File: src/rtl/score_display_ctrl_pkg.sv
// Shared types and sizes for the seven-segment score display.
package display_pkg;
    typedef enum logic {IDLE, CONVERT} disp_state_t;

    localparam int unsigned NUM_DIGITS = 4;
    localparam int unsigned BIN_W      = 14;
    localparam int unsigned BCD_W      = 4 * NUM_DIGITS;
    localparam logic [BIN_W-1:0] MAX_SCORE = 14'd9999;
endpackage

File: src/rtl/score_display_ctrl_bin_to_bcd.sv
// Sequential double-dabble: one add-3/shift step per cycle, BIN_W cycles per conversion.
module bin_to_bcd
    import display_pkg::*;
(
    input  logic             clk,
    input  logic             nrst,
    input  logic             start_i,
    input  logic [BIN_W-1:0] value_i,
    output logic             busy_o,
    output logic             done_o,
    output logic [BCD_W-1:0] bcd_o
);
    disp_state_t      state_q;
    logic [3:0]       cnt_q;
    logic [BIN_W-1:0] bin_q;
    logic [BCD_W-1:0] bcd_q, bcd_adj, bcd_d;

    always_comb begin
        bcd_adj = '0;
        for (int k = 0; k < NUM_DIGITS; k++) begin
            bcd_adj[k*4 +: 4] = (bcd_q[k*4 +: 4] >= 4'd5) ? bcd_q[k*4 +: 4] + 4'd3
                                                          : bcd_q[k*4 +: 4];
        end
        bcd_d = {bcd_adj[BCD_W-2:0], bin_q[BIN_W-1]};
    end

    always_ff @(posedge clk or negedge nrst) begin
        if (!nrst) begin
            state_q <= IDLE;
            cnt_q   <= '0;
            bin_q   <= '0;
            bcd_q   <= '0;
        end else begin
            case (state_q)
                IDLE: if (start_i) begin
                    bin_q   <= (value_i > MAX_SCORE) ? MAX_SCORE : value_i;
                    bcd_q   <= '0;
                    cnt_q   <= '0;
                    state_q <= CONVERT;
                end
                CONVERT: begin
                    bcd_q <= bcd_d;
                    bin_q <= bin_q << 1;
                    cnt_q <= cnt_q + 4'd1;
                    if (done_o) state_q <= IDLE;
                end
                default: state_q <= IDLE;
            endcase
        end
    end

    // done and bcd_o describe the step being taken this cycle, so the caller
    // can commit the final result on the same edge as the last shift.
    assign busy_o = (state_q == CONVERT);
    assign done_o = busy_o && (cnt_q == 4'(BIN_W - 1));
    assign bcd_o  = bcd_d;
endmodule

File: src/rtl/ssdec.sv
// Seven-segment decoder, segments {g,f,e,d,c,b,a} active high; dark when disabled.
module ssdec (
    input  logic [3:0] in,
    input  logic       enable,
    output logic [6:0] out
);
    always_comb begin
        out = 7'b0000000;
        if (enable) begin
            case (in)
                4'd0:    out = 7'b0111111;
                4'd1:    out = 7'b0000110;
                4'd2:    out = 7'b1011011;
                4'd3:    out = 7'b1001111;
                4'd4:    out = 7'b1100110;
                4'd5:    out = 7'b1101101;
                4'd6:    out = 7'b1111101;
                4'd7:    out = 7'b0000111;
                4'd8:    out = 7'b1111111;
                4'd9:    out = 7'b1101111;
                default: out = 7'b0000000;
            endcase
        end
    end
endmodule

File: src/rtl/score_display_ctrl.sv
// Four-digit multiplexed score display: BCD conversion, digit scan, leading-zero blanking.
module score_display_ctrl
    import display_pkg::*;
#(
    parameter int unsigned SCAN_DIV = 1000
) (
    input  logic                  clk,
    input  logic                  nrst,
    input  logic [BIN_W-1:0]      value_i,
    input  logic                  load_i,
    input  logic                  blank_lz_i,
    output logic                  busy_o,
    output logic [NUM_DIGITS-1:0] digit_en_o,
    output logic [6:0]            seg_o
);
    localparam int unsigned IDX_W = $clog2(NUM_DIGITS);

    logic             conv_done;
    logic [BCD_W-1:0] conv_bcd, disp_q;
    logic [15:0]      scan_q;
    logic [IDX_W-1:0] idx_q;
    logic [3:0]       nib;
    logic [NUM_DIGITS-1:0] hi_zero;
    logic             blank;

    bin_to_bcd u_conv (
        .clk     (clk),
        .nrst    (nrst),
        .start_i (load_i),
        .value_i (value_i),
        .busy_o  (busy_o),
        .done_o  (conv_done),
        .bcd_o   (conv_bcd)
    );

    always_ff @(posedge clk or negedge nrst) begin
        if (!nrst) begin
            disp_q <= '0;
            scan_q <= '0;
            idx_q  <= '0;
        end else begin
            if (conv_done) disp_q <= conv_bcd;
            if (scan_q == 16'(SCAN_DIV - 1)) begin
                scan_q <= '0;
                idx_q  <= idx_q + 1'b1;
            end else begin
                scan_q <= scan_q + 16'd1;
            end
        end
    end

    // hi_zero[k]: nibble k and every nibble above it are zero.
    always_comb begin
        hi_zero = '0;
        hi_zero[NUM_DIGITS-1] = (disp_q[BCD_W-4 +: 4] == 4'd0);
        for (int k = NUM_DIGITS - 2; k >= 0; k--) begin
            hi_zero[k] = hi_zero[k+1] && (disp_q[k*4 +: 4] == 4'd0);
        end
    end

    assign nib        = disp_q[idx_q*4 +: 4];
    assign blank      = blank_lz_i && (idx_q != '0) && hi_zero[idx_q];
    assign digit_en_o = NUM_DIGITS'(1) << idx_q;

    ssdec u_dec (
        .in     (nib),
        .enable (!blank),
        .out    (seg_o)
    );
endmodule

File: config.mk
export PLATFORM = sky130hd
export DESIGN_NAME = score_display_ctrl
export DESIGN_NICKNAME = d
export VERILOG_FILES = /design/src/rtl/score_display_ctrl_pkg.sv /design/src/rtl/score_display_ctrl_bin_to_bcd.sv /design/src/rtl/ssdec.sv /design/src/rtl/score_display_ctrl.sv
export SDC_FILE = /design/constraint.sdc
export NUM_CORES = 1
export LEC_CHECK = 0
export CORE_MARGIN = 3
export CORE_UTILIZATION = 42
export DETAILED_ROUTE_END_ITERATION = 8
export PLACE_DENSITY = 0.61
export SYNTH_ARGS = -nofsm -noshare
export SYNTH_HDL_FRONTEND = slang
export SYNTH_SLANG_ARGS = --single-unit
File: constraint.sdc
create_clock -name clk -period 4.5 [get_ports clk]
set_input_delay 0.675 -clock clk [delete_from_list [all_inputs] [get_ports clk]]
set_output_delay 0.675 -clock clk [all_outputs]
set_load 0.005 [all_outputs]
# Word-level counts from Yosys, hierarchy flattened

Memory sizes are Yosys's and may differ from the RTL's.
Cells that the tools add are included.
Widths: inputs -> output; s select.

Memories kept: 1
Output and inout port bits: 12
ROM bits: 112
Input port bits: 18
Bits in registers: 69
Latch bits: 0
RAM bits: 0

Shifts and indexed selects: 2
Mux-type cells: 18
Bitwise logic cells: 1
Multiply operators: 0
Equality and inequality tests: 3
Reduce and logical (&&, ||, !) cells: 11
Add/subtract/negate cells: 7
Div/mod/pow operators: 0
Magnitude comparators: 6

Memories:

| memory           | words | bits a word | read ports | clocked after memory_dff | wr ports | line        | source |
|---|---|---|---|---|---|---|---|
| (name not given) | 16    | 7           | 1          | 0                        | 0        | ssdec.sv:10 | `case (in)` |

Operator list:

| cell                  | number |
|---|---|
| $mux 16               | 2 |
| $pmux 16 s2           | 1 |
| $mux 14               | 2 |
| $pmux 14 s2           | 1 |
| $add 16x1->16 const B | 1 |
| $eq 16x10->1 const B  | 1 |
| $ge 4x3->1 const B    | 4 |
| $logic_not 4->1       | 4 |
| $mux 4                | 4 |
| $shiftx 16x5->4       | 1 |
| $gt 14x14->1 const B  | 1 |
| $add 4x2->4 const B   | 3 |
| $pmux 4 s2            | 1 |
| $mux 7                | 1 |
| $logic_and 1x1->1     | 6 |
| $add 4x1->4 const B   | 1 |
| $eq 4x4->1 const B    | 1 |
| $shl 1x2->4 const A   | 1 |
| $add 3x2->3 const B   | 1 |
| $lt 2x3->1 const B    | 1 |
| $mux 1                | 3 |
| $mux 3                | 1 |
| $add 2x1->2 const B   | 1 |
| $bmux 1 s2            | 1 |
| other kinds (4)       | 4 |

# Depth between registers and ports, before layout

Depth in word-level cells: 8
Gate-level depth with buffers: 8

# Hierarchy

From an unflattened synthesis, not the netlist that was laid out.

Cell total of the unflattened synthesis: 394
Area, all modules: 4,038.9 um2

Modules (own cells, without submodules):

| module             | times used | area each (um2) | cells an instance |
|---|---|---|---|
| bin_to_bcd         | 1          | 2,164.6         | 232 |
| score_display_ctrl | 1          | 1,647.8         | 131 |
| ssdec              | 1          | 226.5           | 31 |

# Worst setup path after synthesis

OpenSTA, ideal clock, no wires.

Path kind: reg2out
From: reg idx_q[0]
To: out seg_o[5]
Stages on the path, launching flop included: 6
Required time: 3.825 ns
Buffers on the path: 1
Arrival time: 1.840 ns
Setup slack: 1.985 ns
Cells stage by stage: dfrtp_1 buf_6 mux4_1 ha_1 or3_1 a21oi_1

Word-level cells in the longest chain between the ends: 4
Elaborated cells on any way between the ends: 8
Those cells by class: shift: 1; mux: 3; reduce/logical: 3; memory: 1

RTL lines:

| item                                                                 | line                     | source |
|---|---|---|
| from (decl)                                                          | score_display_ctrl.sv:21 | `logic [IDX_W-1:0] idx_q;` |
| from (signal assigned)                                               | score_display_ctrl.sv:45 | `idx_q <= idx_q + 1'b1;` |
| parallel branches: the longest is 3 deep, another holds $mem_v2 16x7 | --                       |  |
| $mux 7 *                                                             | ssdec.sv:9               | `if (enable) begin` |
| to (decl)                                                            | score_display_ctrl.sv:14 | `output logic [6:0] seg_o` |

Every way passes the cells marked *. The select of a mux whose other input is x is not followed.

# Worst setup path in the final report

Ends and elaborated chain as after synthesis.

==> flow_metrics.tcl <==
set metrics [dict create \
    status "finished, final reports clean" \
    synth_common_cells "dfrtp_1 (69), nand2_1 (48), o21ai_0 (29), nor2_1 (23), a21oi_1 (21)" \
    rows 33 \
    setup_tns_ns 0 \
    initial_core_util 0.444 \
    critPathMaxStageDelay_ns 0.68 \
    track_usage 0.153 \
    synth_compound_area_frac 0.126 \
    die_h_um 101 \
    vias 2749 \
    cpMaxStageDelayCell "mux4_1" \
    cts_tree "done" \
    min_period_over_period 0.769 \
    clockBufferDepth 2 \
    yosysMostFrequentCell "dfrtp_1" \
    synth_simple_gate_area_frac 0.178 \
    syn_inst 383 \
    numCtsBuffers 9 \
    fin_skew_ns 0.00745 \
    io-pin-count 30 \
    viasPerCell 5.30 \
    p_leak_nw 1.95 \
    hpwl_mm 5.00 \
    muxShareOfSynthArea 0.0829 \
    areaGrowthSynthToFinish_pct 15.2 \
    synth_top_family_by_area "simple AND/OR/NAND/NOR gates" \
    synth_xor_area_frac 0.0466 \
    finalCriticalPeriod_ns 3.46 \
    dp.cells 505 \
    die_w_um 101 \
    gp_congestion 0.853 \
    antenna_found_initial 0 \
    maxSlewViolCount 0 \
    cts_root_buffer "clkbuf_8" \
    cts_sinks 69 \
    cap_viol_max_count 0 \
    synthAdderAreaFrac 0.0666 \
    post_drt_wl_per_cell_um 13.8 \
    worst_slack_ns 1.04 \
    drc 0 \
    synthArstFlopShare 1.00 \
    dp_slack_ns 1.38 \
    slew_headroom 0.509 \
    hold_buffers 0 \
    grt_max_degree 61 \
    insertion_delay_ns 0.34 \
    grt_pass1_vias 2652 \
    critical_path.max_fanout 7 \
    fin_nets 449 \
    final-setup-viol-count 0 \
    synth_top_cell_by_area "dfrtp_1" \
    ir_worst_vdd_v 0.000416 \
    htreeDepth 3 \
    syn_nets 421 \
    drive_above_1_share 0.0773 \
    routed_wl_mm 7.16 \
    crit_chain "mux4_1 > ha_1 > or3_1 > a21oi_1 > clkdlybuf4s50_1" \
    max_freq_mhz 289 \
    grt_pass1_wl_mm 12.4 \
    synth_top_cell_area_share 0.460 \
    yosys_register_bits 69 \
    gr-total-overflow 0 \
    endpoint_kind "primary output" \
    yosysSeqAreaShare 0.460 \
    start_kind "flop" \
    drtIter0Drc 123 \
    die_area_um2 10100 \
    core_region_area_um2 8460 \
    yosysWarnings 0 \
    num_antenna_cells 0 \
    firstDrtPassIters 4 \
    power_density_nw_per_um2 612 \
    synth.area.top_cells "dfrtp_1 (46%), ha_1 (6.7%), nand2_1 (4.8%)" \
    required_ns 3.83 \
    yosys.cell_types.count 43 \
    postRouteAntennaNets 0 \
    synth_area_per_cell_um2 9.81 \
    synth_edf_count 0 \
    tightest_slew_ns 0.736 \
    hold_viol_final 0 \
    synthFlopType "dfrtp_1" \
    layout.cells.non_filler 519 \
    path_class "reg2out" \
    arrival_ns 2.79 \
    path_clk_slew_ns 0.07 \
    io_buffers 29 \
    synth_area_um2 3760 \
    rsz0062_at_grt "no" \
    ctsResizeCount 0 \
    cts_setup_buffers 0 \
    hp-class "in2async" \
]
## final timing paths
| path | start | to | slack, ns | cells past startpoint |
|---|---|---|---|---|
| setup / recovery | idx_q[0] | seg_o[5] | 1.04 | 5 |
| hold / removal | nrst | disp_q[11] | 0.40 | 1 |
| setup reg to reg | scan_q[0] | idx_q[1] | 2.63 | 5 |
| hold reg to reg | scan_q[0] | scan_q[0] | 0.48 | 1 |
| max in group asynchronous | nrst | u_conv.busy_o | 3.13 | 2 |
| min in group clk | scan_q[0] | scan_q[0] | 0.48 | 1 |
## registers in the layout (all words and copies together), names as in the netlist
signal,flops
disp_q,16
idx_q,2
scan_q,16
u_conv.bcd_q,16
u_conv.bin_q,14
u_conv.busy_o,1
u_conv.cnt_q,4
## per-stage QoR
stage / util / total power [mW] / hold slack, ns / instance area, um2
global placement: 0.488 / 2.10 / 0.464 / 4130
detailed placement: 0.488 / 2.14 / 0.471 / 4130
finish: 0.511 / 2.65 / 0.399 / 4330
global route: 0.511 / 2.88 / 0.439 / 4330
floorplan: - / 1.80 / 0.379 / 3760
CTS: 0.511 / 2.68 / 0.414 / 4330
## cell usage in the layout (no fill, tap or decap), types with 8 or more instances in the layout
master	count
nor3b_1	18
o21ai_0	29
o21ai_1	8
xnor2_1	14
nor2_1	23
nand2_1	48
nand3_1	13
ha_1	20
clkbuf_8	9
dfrtp_1	68
clkdlybuf4s50_1	28
mux2i_1	15
a21oi_1	21
inv_1	18
## cell families (layout without fill, tap and decap cells)
kind of cell | Yosys count | after routing
AND/OR/NAND/NOR | 134 | 134
AO/OA/AOI/OAI | 79 | 79
flip-flops | 69 | 69
buffers and inverters | 36 | 67
multiplexers | 25 | 25
adder cells (fa/ha/maj) | 20 | 20
XOR/XNOR | 20 | 20
## report_power, final
group	switching (mW)	internal (mW)	total, mW
Combinational	0.559	0.561	1.12
Clock	0.224	0.304	0.528
Sequential	0.175	0.827	1.00
Total	0.958	1.69	2.65
## layout make-up
cell class,count,area [um2]
inverters,20,75.1
fillers,782,4140
repair buffers,33,315
clock inverters,5,77.6
flip-flops and latches,69,1730
multi-input cells,278,1880
clock buffers,9,124
well taps,105,131
## layer usage
layer | vias up | track usage | routed length, um | share of wire
met5 | - | 0 | 0 | 0
met4 | 0 | 0.0746 | 90 | 0.013
met3 | 6 | 0.0270 | 238 | 0.033
met2 | 43 | 0.235 | 3130 | 0.44
met1 | 1316 | 0.210 | 3710 | 0.52
li1 | 1384 | - | - | -
## worst max-delay path, delay by kind of cell, from the launching register on
kind            cells  cell delay [ns]
flops               1             0.53
simple gates        1             0.38
buf+inv             1             0.51
compound gates      1             0.13
mux                 1             0.68
fa+ha+maj           1             0.23
Note: power is estimated with default switching activity, not from simulation.
